--- src/rtl/axi4bus_pkg.sv ---
// Shared AXI4Bus interconnect definitions.
// Provides the BRESP encodings, the default B payload width and order-queue
// depth, the master-index constants, the output-stage state type and a BRESP
// classification helper.
package axi4bus_pkg;

  localparam int RESP_W_DEF = 6;
  localparam int DEPTH_DEF  = 4;

  typedef enum logic [1:0] {
    OKAY   = 2'b00,
    EXOKAY = 2'b01,
    SLVERR = 2'b10,
    DECERR = 2'b11
  } bresp_e;

  localparam logic M0 = 1'b0;
  localparam logic M1 = 1'b1;

  typedef enum logic {
    OUT_EMPTY = 1'b0,
    OUT_FULL  = 1'b1
  } out_state_e;

  // Anything other than OKAY counts as a non-OKAY response, EXOKAY included.
  function automatic logic is_error_resp(input logic [1:0] resp);
    return (resp != OKAY);
  endfunction

endpackage

--- src/rtl/b_order_fifo.sv ---
// Order queue: a DEPTH-entry, 1-bit-wide circular FIFO holding source-master
// indices in arrival order.
// Ports: CLK, RESETn (async, active-low), push/din (enqueue), pop (dequeue),
//        head (oldest entry), full, empty.
// A push while full and a pop while empty are both ignored. When a push and
// a pop happen together, both take effect and the count is unchanged.
module b_order_fifo
  import axi4bus_pkg::*;
#(
  parameter int DEPTH = DEPTH_DEF
) (
  input  logic CLK,
  input  logic RESETn,
  input  logic push,
  input  logic din,
  input  logic pop,
  output logic head,
  output logic full,
  output logic empty
);

  localparam int AW = $clog2(DEPTH);
  localparam logic [AW-1:0] PTR_ONE  = AW'(1);
  localparam logic [AW:0]   CNT_ONE  = (AW+1)'(1);
  localparam logic [AW:0]   CNT_FULL = (AW+1)'(DEPTH);

  logic [DEPTH-1:0] mem;
  logic [AW-1:0]    wr_ptr;
  logic [AW-1:0]    rd_ptr;
  logic [AW:0]      count;
  logic             push_ok;
  logic             pop_ok;

  assign full    = (count == CNT_FULL);
  assign empty   = (count == '0);
  assign push_ok = push && !full;
  assign pop_ok  = pop && !empty;
  assign head    = mem[rd_ptr];

  // Storage, the naturally wrapping pointers and the occupancy count.
  always_ff @(posedge CLK or negedge RESETn) begin
    if (!RESETn) begin
      mem    <= '0;
      wr_ptr <= '0;
      rd_ptr <= '0;
      count  <= '0;
    end else begin
      if (push_ok) begin
        mem[wr_ptr] <= din;
        wr_ptr      <= wr_ptr + PTR_ONE;
      end
      if (pop_ok) begin
        rd_ptr <= rd_ptr + PTR_ONE;
      end
      case ({push_ok, pop_ok})
        2'b10:   count <= count + CNT_ONE;
        2'b01:   count <= count - CNT_ONE;
        default: count <= count;
      endcase
    end
  end

endmodule

--- src/rtl/b_backward_fabric.sv ---
// B-channel (write response) router. It returns responses from the single
// downstream slave to one of two upstream masters.
// Source-master indices of completed W bursts are queued in arrival order.
// Each accepted B response is steered to the master at the queue head
// through a one-entry registered output stage.
// Ports: CLK, RESETn (async, active-low);
//        ORDER_SRC/ORDER_VALID/ORDER_READY - order push from the W fabric;
//        DATA/VALID/READY                  - B response from the slave;
//        DATA0/VALID0/READY0, DATA1/VALID1/READY1 - B response to the masters;
//        ERR_CNT - saturating non-OKAY count, present only when
//                  B_BACKWARD_ERR_COUNT_EN is defined.
// READY is the only output that depends combinationally on inputs (READY0/1).
module b_backward_fabric
  import axi4bus_pkg::*;
#(
  parameter int RESP_W = RESP_W_DEF,
  parameter int DEPTH  = DEPTH_DEF
) (
  input  logic              CLK,
  input  logic              RESETn,
  input  logic              ORDER_SRC,
  input  logic              ORDER_VALID,
  output logic              ORDER_READY,
  input  logic [RESP_W-1:0] DATA,
  input  logic              VALID,
  output logic              READY,
  output logic [RESP_W-1:0] DATA0,
  output logic              VALID0,
  input  logic              READY0,
  output logic [RESP_W-1:0] DATA1,
  output logic              VALID1,
  input  logic              READY1
`ifdef B_BACKWARD_ERR_COUNT_EN
  ,
  output logic [7:0]        ERR_CNT
`endif
);

  out_state_e        out_state;
  logic              out_dst;
  logic [RESP_W-1:0] out_data;
  logic              out_valid;
  logic              out_fire;
  logic              accept;
  logic              q_head;
  logic              q_full;
  logic              q_empty;

  b_order_fifo #(
    .DEPTH (DEPTH)
  ) u_order_fifo (
    .CLK    (CLK),
    .RESETn (RESETn),
    .push   (ORDER_VALID && ORDER_READY),
    .din    (ORDER_SRC),
    .pop    (accept),
    .head   (q_head),
    .full   (q_full),
    .empty  (q_empty)
  );

  // A full queue never takes a push, even when a pop happens the same cycle.
  assign ORDER_READY = !q_full;
  assign out_valid   = (out_state == OUT_FULL);
  assign out_fire    = out_valid && (out_dst ? READY1 : READY0);
  // A response is taken only when its destination is already known, and
  // the output stage is free or is draining in this cycle.
  assign READY       = !q_empty && (!out_valid || out_fire);
  assign accept      = VALID && READY;

  assign DATA0  = out_data;
  assign DATA1  = out_data;
  assign VALID0 = out_valid && (out_dst == M0);
  assign VALID1 = out_valid && (out_dst == M1);

  // Output stage: one registered response plus its destination master.
  always_ff @(posedge CLK or negedge RESETn) begin
    if (!RESETn) begin
      out_state <= OUT_EMPTY;
      out_dst   <= M0;
      out_data  <= '0;
    end else begin
      case (out_state)
        OUT_EMPTY: begin
          if (accept) begin
            out_state <= OUT_FULL;
            out_dst   <= q_head;
            out_data  <= DATA;
          end else begin
            out_state <= OUT_EMPTY;
          end
        end
        OUT_FULL: begin
          if (accept) begin
            out_state <= OUT_FULL;
            out_dst   <= q_head;
            out_data  <= DATA;
          end else if (out_fire) begin
            out_state <= OUT_EMPTY;
          end else begin
            out_state <= OUT_FULL;
          end
        end
        default: begin
          out_state <= OUT_EMPTY;
        end
      endcase
    end
  end

`ifdef B_BACKWARD_ERR_COUNT_EN
  // Saturating count of accepted responses whose BRESP is not OKAY.
  always_ff @(posedge CLK or negedge RESETn) begin
    if (!RESETn) begin
      ERR_CNT <= 8'h00;
    end else if (accept && is_error_resp(DATA[1:0]) && (ERR_CNT != 8'hFF)) begin
      ERR_CNT <= ERR_CNT + 8'h01;
    end else begin
      ERR_CNT <= ERR_CNT;
    end
  end
`endif

endmodule

--- config.mk ---
export PLATFORM = sky130hd
export DESIGN_NAME = b_backward_fabric
export DESIGN_NICKNAME = d
export VERILOG_FILES = /design/src/rtl/axi4bus_pkg.sv /design/src/rtl/b_order_fifo.sv /design/src/rtl/b_backward_fabric.sv
export SDC_FILE = /design/constraint.sdc
export NUM_CORES = 1
export LEC_CHECK = 0
export CORE_UTILIZATION = 50
export CTS_BUF_LIST = sky130_fd_sc_hd__clkbuf_16
export CTS_CLUSTER_SIZE = 20
export DETAILED_ROUTE_END_ITERATION = 8
export GPL_ROUTABILITY_DRIVEN = 0
export MAX_ROUTING_LAYER = met4
export PLACE_DENSITY_LB_ADDON = 0.25
export SYNTH_ARGS = -nofsm -noshare
export SYNTH_HDL_FRONTEND = slang
export SYNTH_HIERARCHICAL = 1
export SYNTH_SLANG_ARGS = --single-unit
--- constraint.sdc ---
create_clock -name CLK -period 4.96 [get_ports CLK]
set_input_delay 0.992 -clock CLK [delete_from_list [all_inputs] [get_ports CLK]]
set_output_delay 0.992 -clock CLK [all_outputs]
set_load 0.1 [all_outputs]
==> results of run 1 <==
cell families after synthesis:
| kind of cell | synth area share, % |
|---|---|
| xor+xnor | 5.13 |
| flops | 46.4 |
| simple gates | 10.7 |
| fa+ha+maj | 8.06 |
| buf+inv | 8.06 |
| mux | 12.2 |
| compound gates | 9.40 |
placed cells by master, fill, tap and decap left out, drive strengths merged, types with 2 or more instances in the layout:
| cell type | n |
|---|---|
| mux2 | 7 |
| mux2i | 2 |
| ha | 5 |
| clkdlybuf4s50 | 27 |
| nand2b | 2 |
| inv | 8 |
| clkbuf | 3 |
| nor2b | 2 |
| dfrtp | 19 |
| nand2 | 11 |
| xor2 | 3 |
| o21ai | 8 |
| xnor2 | 3 |
| a21oi | 2 |
state kept, by name, indices dropped and copies added, names as in the netlist:
register,flops
DATA0,6
u_order_fifo/mem,4
u_order_fifo/count,3
u_order_fifo/rd_ptr,2
u_order_fifo/wr_ptr,2
out_dst,1
out_state,1
stage by stage:
| stage | setup slack, ns | hold slack, ns | utilization (%) |
|---|---|---|---|
| CTS | 1.83 | 0.497 | 70.0 |
| global placement | 1.78 | 0.473 | 65.9 |
| global route | 1.78 | 0.516 | 70.0 |
| detailed placement | 1.65 | 0.482 | 65.9 |
| finish | 1.84 | 0.497 | 70.0 |
| floorplan | 1.34 | 0.453 | - |
cell type report:
type / count / area (um^2)
well taps: 27 / 33.8
multi-input cells: 56 / 467
flip-flops and latches: 19 / 475
fillers: 157 / 583
clock inverters: 1 / 3.75
repair buffers: 28 / 278
inverters: 7 / 26.3
clock buffers: 3 / 75.1
worst paths after layout:
path,from,to,slack (ns),depth (start not counted)
max reg2reg,u_order_fifo/count[0],u_order_fifo/count[2],2.52,10
min,u_order_fifo/rd_ptr[1],u_order_fifo/rd_ptr[1],0.50,1
min reg2reg,u_order_fifo/rd_ptr[1],u_order_fifo/rd_ptr[1],0.50,1
max in group asynchronous,RESETn,DATA0[0],3.23,1
max,READY1,READY,1.84,4
min in group asynchronous,RESETn,out_dst,1.22,1
routing by layer:
layer / up-vias / global-route usage [%] / wire length [um]
met5: - / - / 0
met4: 0 / 8.57 / 13
met3: 2 / 3.85 / 81
met2: 17 / 35.3 / 995
met1: 338 / 20.6 / 723
li1: 338 / - / -
==> impl_metrics.csv, run 1 <==
group,metric,value,unit
synth,ys_seq_area_share,46.4,%
floorplan,pin_count,29,
floorplan,die_area,2230,um^2
critical_path,crit_path_cell_trace,"clkdlybuf4s50_1 -> mux2i_1 -> a21oi_1 -> buf_4",
synth,synth-async-reset-ratio,100,%
synth,synth_most_common_cell,"dfrtp_1",
placed_design,dpl.hpwl,1470,um
floorplan,initial_core_util,52.8,%
synth,synth_common_cells,"dfrtp_1, nand2_1, o21ai_0",
synth,syn_area_per_cell,11.5,um^2
clock_tree,root_buffer,"clkbuf_16",
clock_tree,clock_path_buffers,2,
critical_path,start_kind,"input port",
floorplan,rows,16,
placed_design,placedCellCount,137,
placed_design,placed_cell_area,1280,um^2
synth,yosys_warnings,6,
timing,fin_crit_sh,63.0,%
clock_tree,cts_made_buffers,3,
clock_tree,clock_sinks,19,
timing,setup_tns,0,ns
global_route,grt_pass1_wl,2850,um
critical_path,critical-path-max-stage-delay,0.48,ns
clock_tree,cts.repair.resized,0,
route,wl_per_cell,12.9,um
finish,area_growth,32.6,%
route,post-route-drc-count,0,
synth,yosys-top-cells-area,"dfrtp_1, mux2_2, ha_1",
timing,maxSlewViolCount,0,
global_route,grt_start_max_net_pins,20,
route,ant_nets,0,
floorplan,design.core.area,1940,um^2
critical_path,crit_path_top_delay_cell,"clkdlybuf4s50_1",
finish,fin_cells,141,
flow_run,drv_cap,0,
timing,rsz0062_at_grt,"no",
timing,post-route-min-period,3.12,ns
synth,ys_seq_elements,19,
global_route,grtUsageTotal,19.7,%
synth,synth_area_leader_cell,"dfrtp_1",
min_path,min_path_type,"flip-flop to flip-flop",
finish,nets,134,
critical_path,path_buf_inv,2,
critical_path,criticalPathCategory,"input port to primary output",
timing,skew,0.00113,ns
critical_path,crit_family,"buffers and inverters",
floorplan,die_x,47.3,um
finish,fin_area,1360,um^2
synth,synth_top_area_share,46.4,%
clock_tree,cts_tree,"yes",
floorplan,die_h,47.3,um
timing,hold_viol,0,
timing,fmax,320,MHz
synth,yosysUniqueCellTypes,27,
finish,antennaDiodeCount,0,
synth,synth_edf_count,0,
route,first_pass_iters,5,
timing,setup_violations,0,
route,vias,695,
placed_design,io_buffers,28,
clock_tree,cts_hold_buf,0,
synth,syn_area,1020,um^2
synth,netlist_instances,89,
global_route,antenna_found_initial,0,
clock_tree,clk_latency,0.24,ns
clock_tree,post-cts-setup-buffer-count,0,
route,drt-initial-drc-count,5,
route,viasPerCell,4.93,
global_route,gr-total-overflow,0,
finish,drive_above_1_share,15.8,%
critical_path,critPathMaxFanout,3,
critical_path,cp.required,3.97,ns
timing,tightest_slew,0.983,ns
synth,syn_nets,108,
clock_tree,path_clk_slew,0.05,ns
outcome,outcome,"finished, final reports clean",
critical_path,cp-end-kind,"primary output",
critical_path,worstPathArrival,2.13,ns
global_route,grt_pass1_vias,670,
timing,slew_headroom,34.3,%
clock_tree,htree_levels,1,
synth,ys.flop_type,"dfrtp_1",
route,drt_wl_total,1810,um
Power of run 1 is left out: the tool's default activity adds up to more than one toggle a clock period on the data nets, which glitch-free logic cannot reach.
==> run 2: changes to the inputs <==
--- a/config.mk
+++ b/config.mk
@@ -5,7 +5,7 @@
 export SDC_FILE = /design/constraint.sdc
 export NUM_CORES = 1
 export LEC_CHECK = 0
-export CORE_UTILIZATION = 50
+export CORE_UTILIZATION = 46
 export CTS_BUF_LIST = sky130_fd_sc_hd__clkbuf_16
 export CTS_CLUSTER_SIZE = 20
 export DETAILED_ROUTE_END_ITERATION = 8
==> constraint.sdc (replaced) <==
create_clock -name CLK -period 2.97 [get_ports CLK]
set_input_delay 0.594 -clock CLK [delete_from_list [all_inputs] [get_ports CLK]]
set_output_delay 0.594 -clock CLK [all_outputs]
set_load 0.1 [all_outputs]
==> impl_metrics.csv, run 2 (same netlist as run 1, synthesis figures left out) <==
group,metric,value,unit
flow_run,drv_cap,0,
route,post-route-drc-count,0,
floorplan,initial_core_util,50.7,%
critical_path,ff2ff_setup_slack,0.73,ns
finish,layout_common_cells,"dfrtp_1, buf_4, clkdlybuf4s50_1",
floorplan,die_h,49.2,um
route,viasPerCell,4.91,
critical_path,cp-end-kind,"flip-flop",
global_route,antenna_found_initial,0,
finish,nets,136,
timing,hold_viol,0,
critical_path,crit_path_cell_trace,"clkdlybuf4s50_1 -> mux2i_1 -> a21oi_4 -> o31a_2 -> ha_1 -> inv_1 -> fa_1 -> xor2_1 -> nor2_1 -> xor2_1",
timing,post-route-min-period,2.45,ns
floorplan,pin_count,29,
clock_tree,path_clk_slew,0.05,ns
global_route,grt_pass1_vias,664,
floorplan,design.core.area,2020,um^2
critical_path,criticalPathCategory,"input port to flip-flop",
timing,setup_violations,0,
timing,maxSlewViolCount,0,
global_route,grt_start_max_net_pins,20,
clock_tree,clk_latency,0.25,ns
route,wl_per_cell,11.8,um
finish,antennaDiodeCount,0,
clock_tree,cts_hold_buf,0,
clock_tree,cts.repair.resized,0,
finish,fill_cells,172,
floorplan,die_area,2420,um^2
outcome,outcome,"finished, final reports clean",
min_path,min_path_type,"flip-flop to flip-flop",
timing,slew_headroom,46.4,%
timing,fmax,407,MHz
clock_tree,post-cts-setup-buffer-count,0,
global_route,gr-total-overflow,0,
finish,final_common_cell,"dfrtp_1",
critical_path,worstPathArrival,2.63,ns
finish,area_growth,32.0,%
clock_tree,root_buffer,"clkbuf_16",
global_route,grtUsageTotal,16.7,%
timing,fin_crit_sh,82.6,%
route,ant_nets,0,
timing,skew,0.000874,ns
placed_design,io_buffers,28,
route,vias,702,
critical_path,start_kind,"input port",
route,drt-initial-drc-count,5,
clock_tree,clock_path_buffers,2,
clock_tree,cts_made_buffers,3,
floorplan,die_x,49.2,um
finish,seq_area,475,um^2
critical_path,critPathMaxFanout,3,
placed_design,dpl.hpwl,1280,um
floorplan,rows,16,
finish,multi_input_area,467,um^2
critical_path,cp.required,3.14,ns
timing,rsz0062_at_grt,"no",
global_route,grt_pass1_wl,2980,um
clock_tree,htree_levels,1,
route,drt_wl_total,1690,um
critical_path,critical-path-max-stage-delay,0.48,ns
route,first_pass_iters,2,
critical_path,crit_path_top_delay_cell,"clkdlybuf4s50_1",
clock_tree,cts_tree,"yes",
timing,tightest_slew,0.802,ns
critical_path,critPathMostFrequentCell,"xor2_1",
finish,drive_above_1_share,31.0,%
finish,largest_register_ffs,6,
timing,setup_tns,0,ns
clock_tree,clock_sinks,19,
-- run 2: changes by cell type in the layout (fill, tap and decap cells not counted), sizes merged --
cell / before / now
clkdlybuf4s50: 27 / 12
inv: 8 / 7
buf: 1 / 18
clkinvlp: 0 / 1
-- run 2: per-layer routing --
metal / part of all wire (%) / wire [um] / GRT usage (%)
met3: 5.5 / 93 / 3.12
met2: 45 / 766 / 25.3
met5: 0 / 0 / -
met4: 1.6 / 27 / 5.88
met1: 47 / 798 / 22.2
-- run 2: final cells by class --
type | instances | area share, %
timing repair buffer | 30 | 19.8
clock buffer | 3 | 5.55
clock inverter | 1 | 0.555
tap | 27 | 2.50
inverter | 7 | 1.94
multi-input combinational | 56 | 34.5
sequential | 19 | 35.2
-- run 2: worst paths after layout --
kind / startpoint / to / cells past startpoint
worst min-delay path: u_order_fifo/rd_ptr[1] / u_order_fifo/rd_ptr[1] / 1
max in group asynchronous: RESETn / u_order_fifo/count[1] / 1
min in group asynchronous: RESETn / DATA0[1] / 1
worst max register to register: u_order_fifo/count[0] / u_order_fifo/count[2] / 10
worst max-delay path: READY1 / u_order_fifo/count[2] / 10
worst min register to register: u_order_fifo/rd_ptr[1] / u_order_fifo/rd_ptr[1] / 1
-- run 2: stage by stage --
stage	hold WS, ns	std cells	cell area [um^2]	setup slack [ns]	utilization, %
after floorplan	0.298	89	1020	0.142	-
after global placement	0.472	139	1270	0.334	62.8
after detailed placement	0.487	139	1270	0.275	62.8
after CTS	0.487	143	1350	0.510	66.9
after global routing	0.508	143	1350	0.382	66.9
final	0.491	143	1350	0.515	66.9
-- run 2: worst max-delay path: cells and delay by family --
| family | cells | cell delay, ns |
|---|---|---|
| fa+ha+maj | 2 | 0.56 |
| buf+inv | 2 | 0.54 |
| simple gates | 1 | 0.11 |
| xor+xnor | 2 | 0.31 |
| compound gates | 2 | 0.37 |
| mux | 1 | 0.14 |
Power of run 2 is left out for the same reason.
==> run 3: changes to the inputs <==
--- a/config.mk
+++ b/config.mk
@@ -5,7 +5,7 @@
 export SDC_FILE = /design/constraint.sdc
 export NUM_CORES = 1
 export LEC_CHECK = 0
-export CORE_UTILIZATION = 46
+export CORE_UTILIZATION = 42
 export CTS_BUF_LIST = sky130_fd_sc_hd__clkbuf_16
 export CTS_CLUSTER_SIZE = 20
 export DETAILED_ROUTE_END_ITERATION = 8
==> constraint.sdc (replaced) <==
create_clock -name CLK -period 2.1 [get_ports CLK]
set_input_delay 0.42 -clock CLK [delete_from_list [all_inputs] [get_ports CLK]]
set_output_delay 0.42 -clock CLK [all_outputs]
set_load 0.1 [all_outputs]
==> impl_metrics.csv, run 3 (same netlist as run 1, synthesis figures left out) <==
group,metric,value,unit
clock_tree,htree_levels,1,
clock_tree,cts_made_buffers,3,
global_route,grt_start_max_net_pins,20,
route,vias,708,
route,drt-initial-drc-count,2,
outcome,outcome,"finished, final reports clean",
floorplan,initial_core_util,45.4,%
floorplan,design.core.area,2250,um^2
timing,maxSlewViolCount,0,
finish,nets,144,
clock_tree,cts_tree,"yes",
route,viasPerCell,4.66,
placed_design,dpl.hpwl,1460,um
timing,fmax,503,MHz
floorplan,die_area,2640,um^2
clock_tree,clock_path_buffers,2,
clock_tree,clk_latency,0.25,ns
clock_tree,root_buffer,"clkbuf_16",
critical_path,critical-path-max-stage-delay,0.43,ns
global_route,grtUsageTotal,18.1,%
critical_path,worstPathArrival,2.16,ns
finish,drive_above_1_share,41.9,%
min_path,min_path_type,"flip-flop to flip-flop",
floorplan,die_h,51.4,um
critical_path,critPathMostFrequentCell,"xor2_1",
timing,tightest_slew,0.266,ns
route,post-route-drc-count,0,
finish,antennaDiodeCount,0,
floorplan,die_x,51.4,um
clock_tree,path_clk_slew,0.05,ns
timing,fin_crit_sh,94.7,%
placed_design,io_buffers,28,
finish,final_common_cell,"buf_4",
timing,slew_headroom,81.9,%
floorplan,pin_count,29,
global_route,grt_pass1_wl,3250,um
finish,area_growth,45.1,%
critical_path,cp-end-kind,"flip-flop",
timing,hold_viol,0,
critical_path,crit_path_cell_trace,"nor3b_4 -> nor2b_1 -> nand2b_1 -> ha_4 -> inv_1 -> fa_2 -> xor2_1 -> nor2_1 -> xor2_1",
critical_path,critPathMaxFanout,4,
route,wl_per_cell,12.8,um
global_route,gr-total-overflow,0,
critical_path,cp.required,2.27,ns
timing,hold_ws,0.505,ns
critical_path,start_kind,"flip-flop",
timing,setup_violations,0,
critical_path,criticalPathCategory,"flip-flop to flip-flop",
flow_run,drv_cap,0,
timing,skew,0.00251,ns
floorplan,rows,17,
clock_tree,cts_hold_buf,0,
global_route,grt_pass1_vias,683,
route,drt_wl_total,1940,um
timing,post-route-min-period,1.99,ns
finish,layout_common_cells,"buf_4, dfrtp_1, nand2_1",
timing,rsz0062_at_grt,"no",
route,ant_nets,0,
route,first_pass_iters,4,
critical_path,crit_path_top_delay_cell,"dfrtp_1",
clock_tree,clock_sinks,19,
finish,largest_register_ffs,6,
global_route,antenna_found_initial,0,
==> run 3: per-stage QoR <==
stage / instances / worst slack (ns) / cell area, um^2 / setup TNS (ns) / utilization, %
after floorplan: 89 / 0.00576 / 1040 / 0 / -
after global placement: 146 / -0.325 / 1370 / -0.485 / 60.9
after detailed placement: 146 / -0.422 / 1370 / -0.646 / 60.9
after CTS: 152 / 0.0249 / 1480 / 0 / 65.7
after global routing: 152 / 0.00164 / 1490 / 0 / 65.9
final: 152 / 0.111 / 1490 / 0 / 65.9
==> run 3: per-layer routing <==
layer  GRT usage (%)  vias to the layer above  routed length, um
met5               -                        -                  0
met4            9.46                        0                 42
met3            3.57                        5                106
met2            29.0                       24                939
met1            21.6                      322                854
li1                -                      357                  -
==> run 3: final cells by class <==
cell class	count	area, um^2
inverters	7	26.3
clock inverters	1	3.75
well taps	28	35.0
clock buffers	3	75.1
fillers	177	768
repair buffers	38	365
multi-input cells	56	502
flip-flops and latches	19	479
==> run 3: final timing paths <==
kind / startpoint / end / slack, ns / depth (start not counted)
worst max-delay path: u_order_fifo/count[2] / u_order_fifo/count[2] / 0.11 / 9
worst min-delay path: u_order_fifo/mem[3] / u_order_fifo/mem[3] / 0.50 / 2
worst max register to register: u_order_fifo/count[2] / u_order_fifo/count[2] / 0.11 / 9
worst min register to register: u_order_fifo/mem[3] / u_order_fifo/mem[3] / 0.50 / 2
max in group asynchronous: RESETn / u_order_fifo/count[0] / 1.37 / 2
min in group asynchronous: RESETn / DATA0[2] / 0.51 / 2
==> run 3: worst max-delay path, delay by kind of cell (launching register included) <==
kind / cells / cell delay, ns
simple gates: 4 / 0.63
xor+xnor: 2 / 0.30
buf+inv: 1 / 0.05
fa+ha+maj: 2 / 0.49
flops: 1 / 0.43
==> run 3: what timing repair did <==
item | in CTS | in global routing
setup buffers | 2 | 0
endpoints found under the setup margin | 1 | 1
pin swaps | 1 | 1
resized for setup | 5 | 3
Power of run 3 is left out for the same reason.
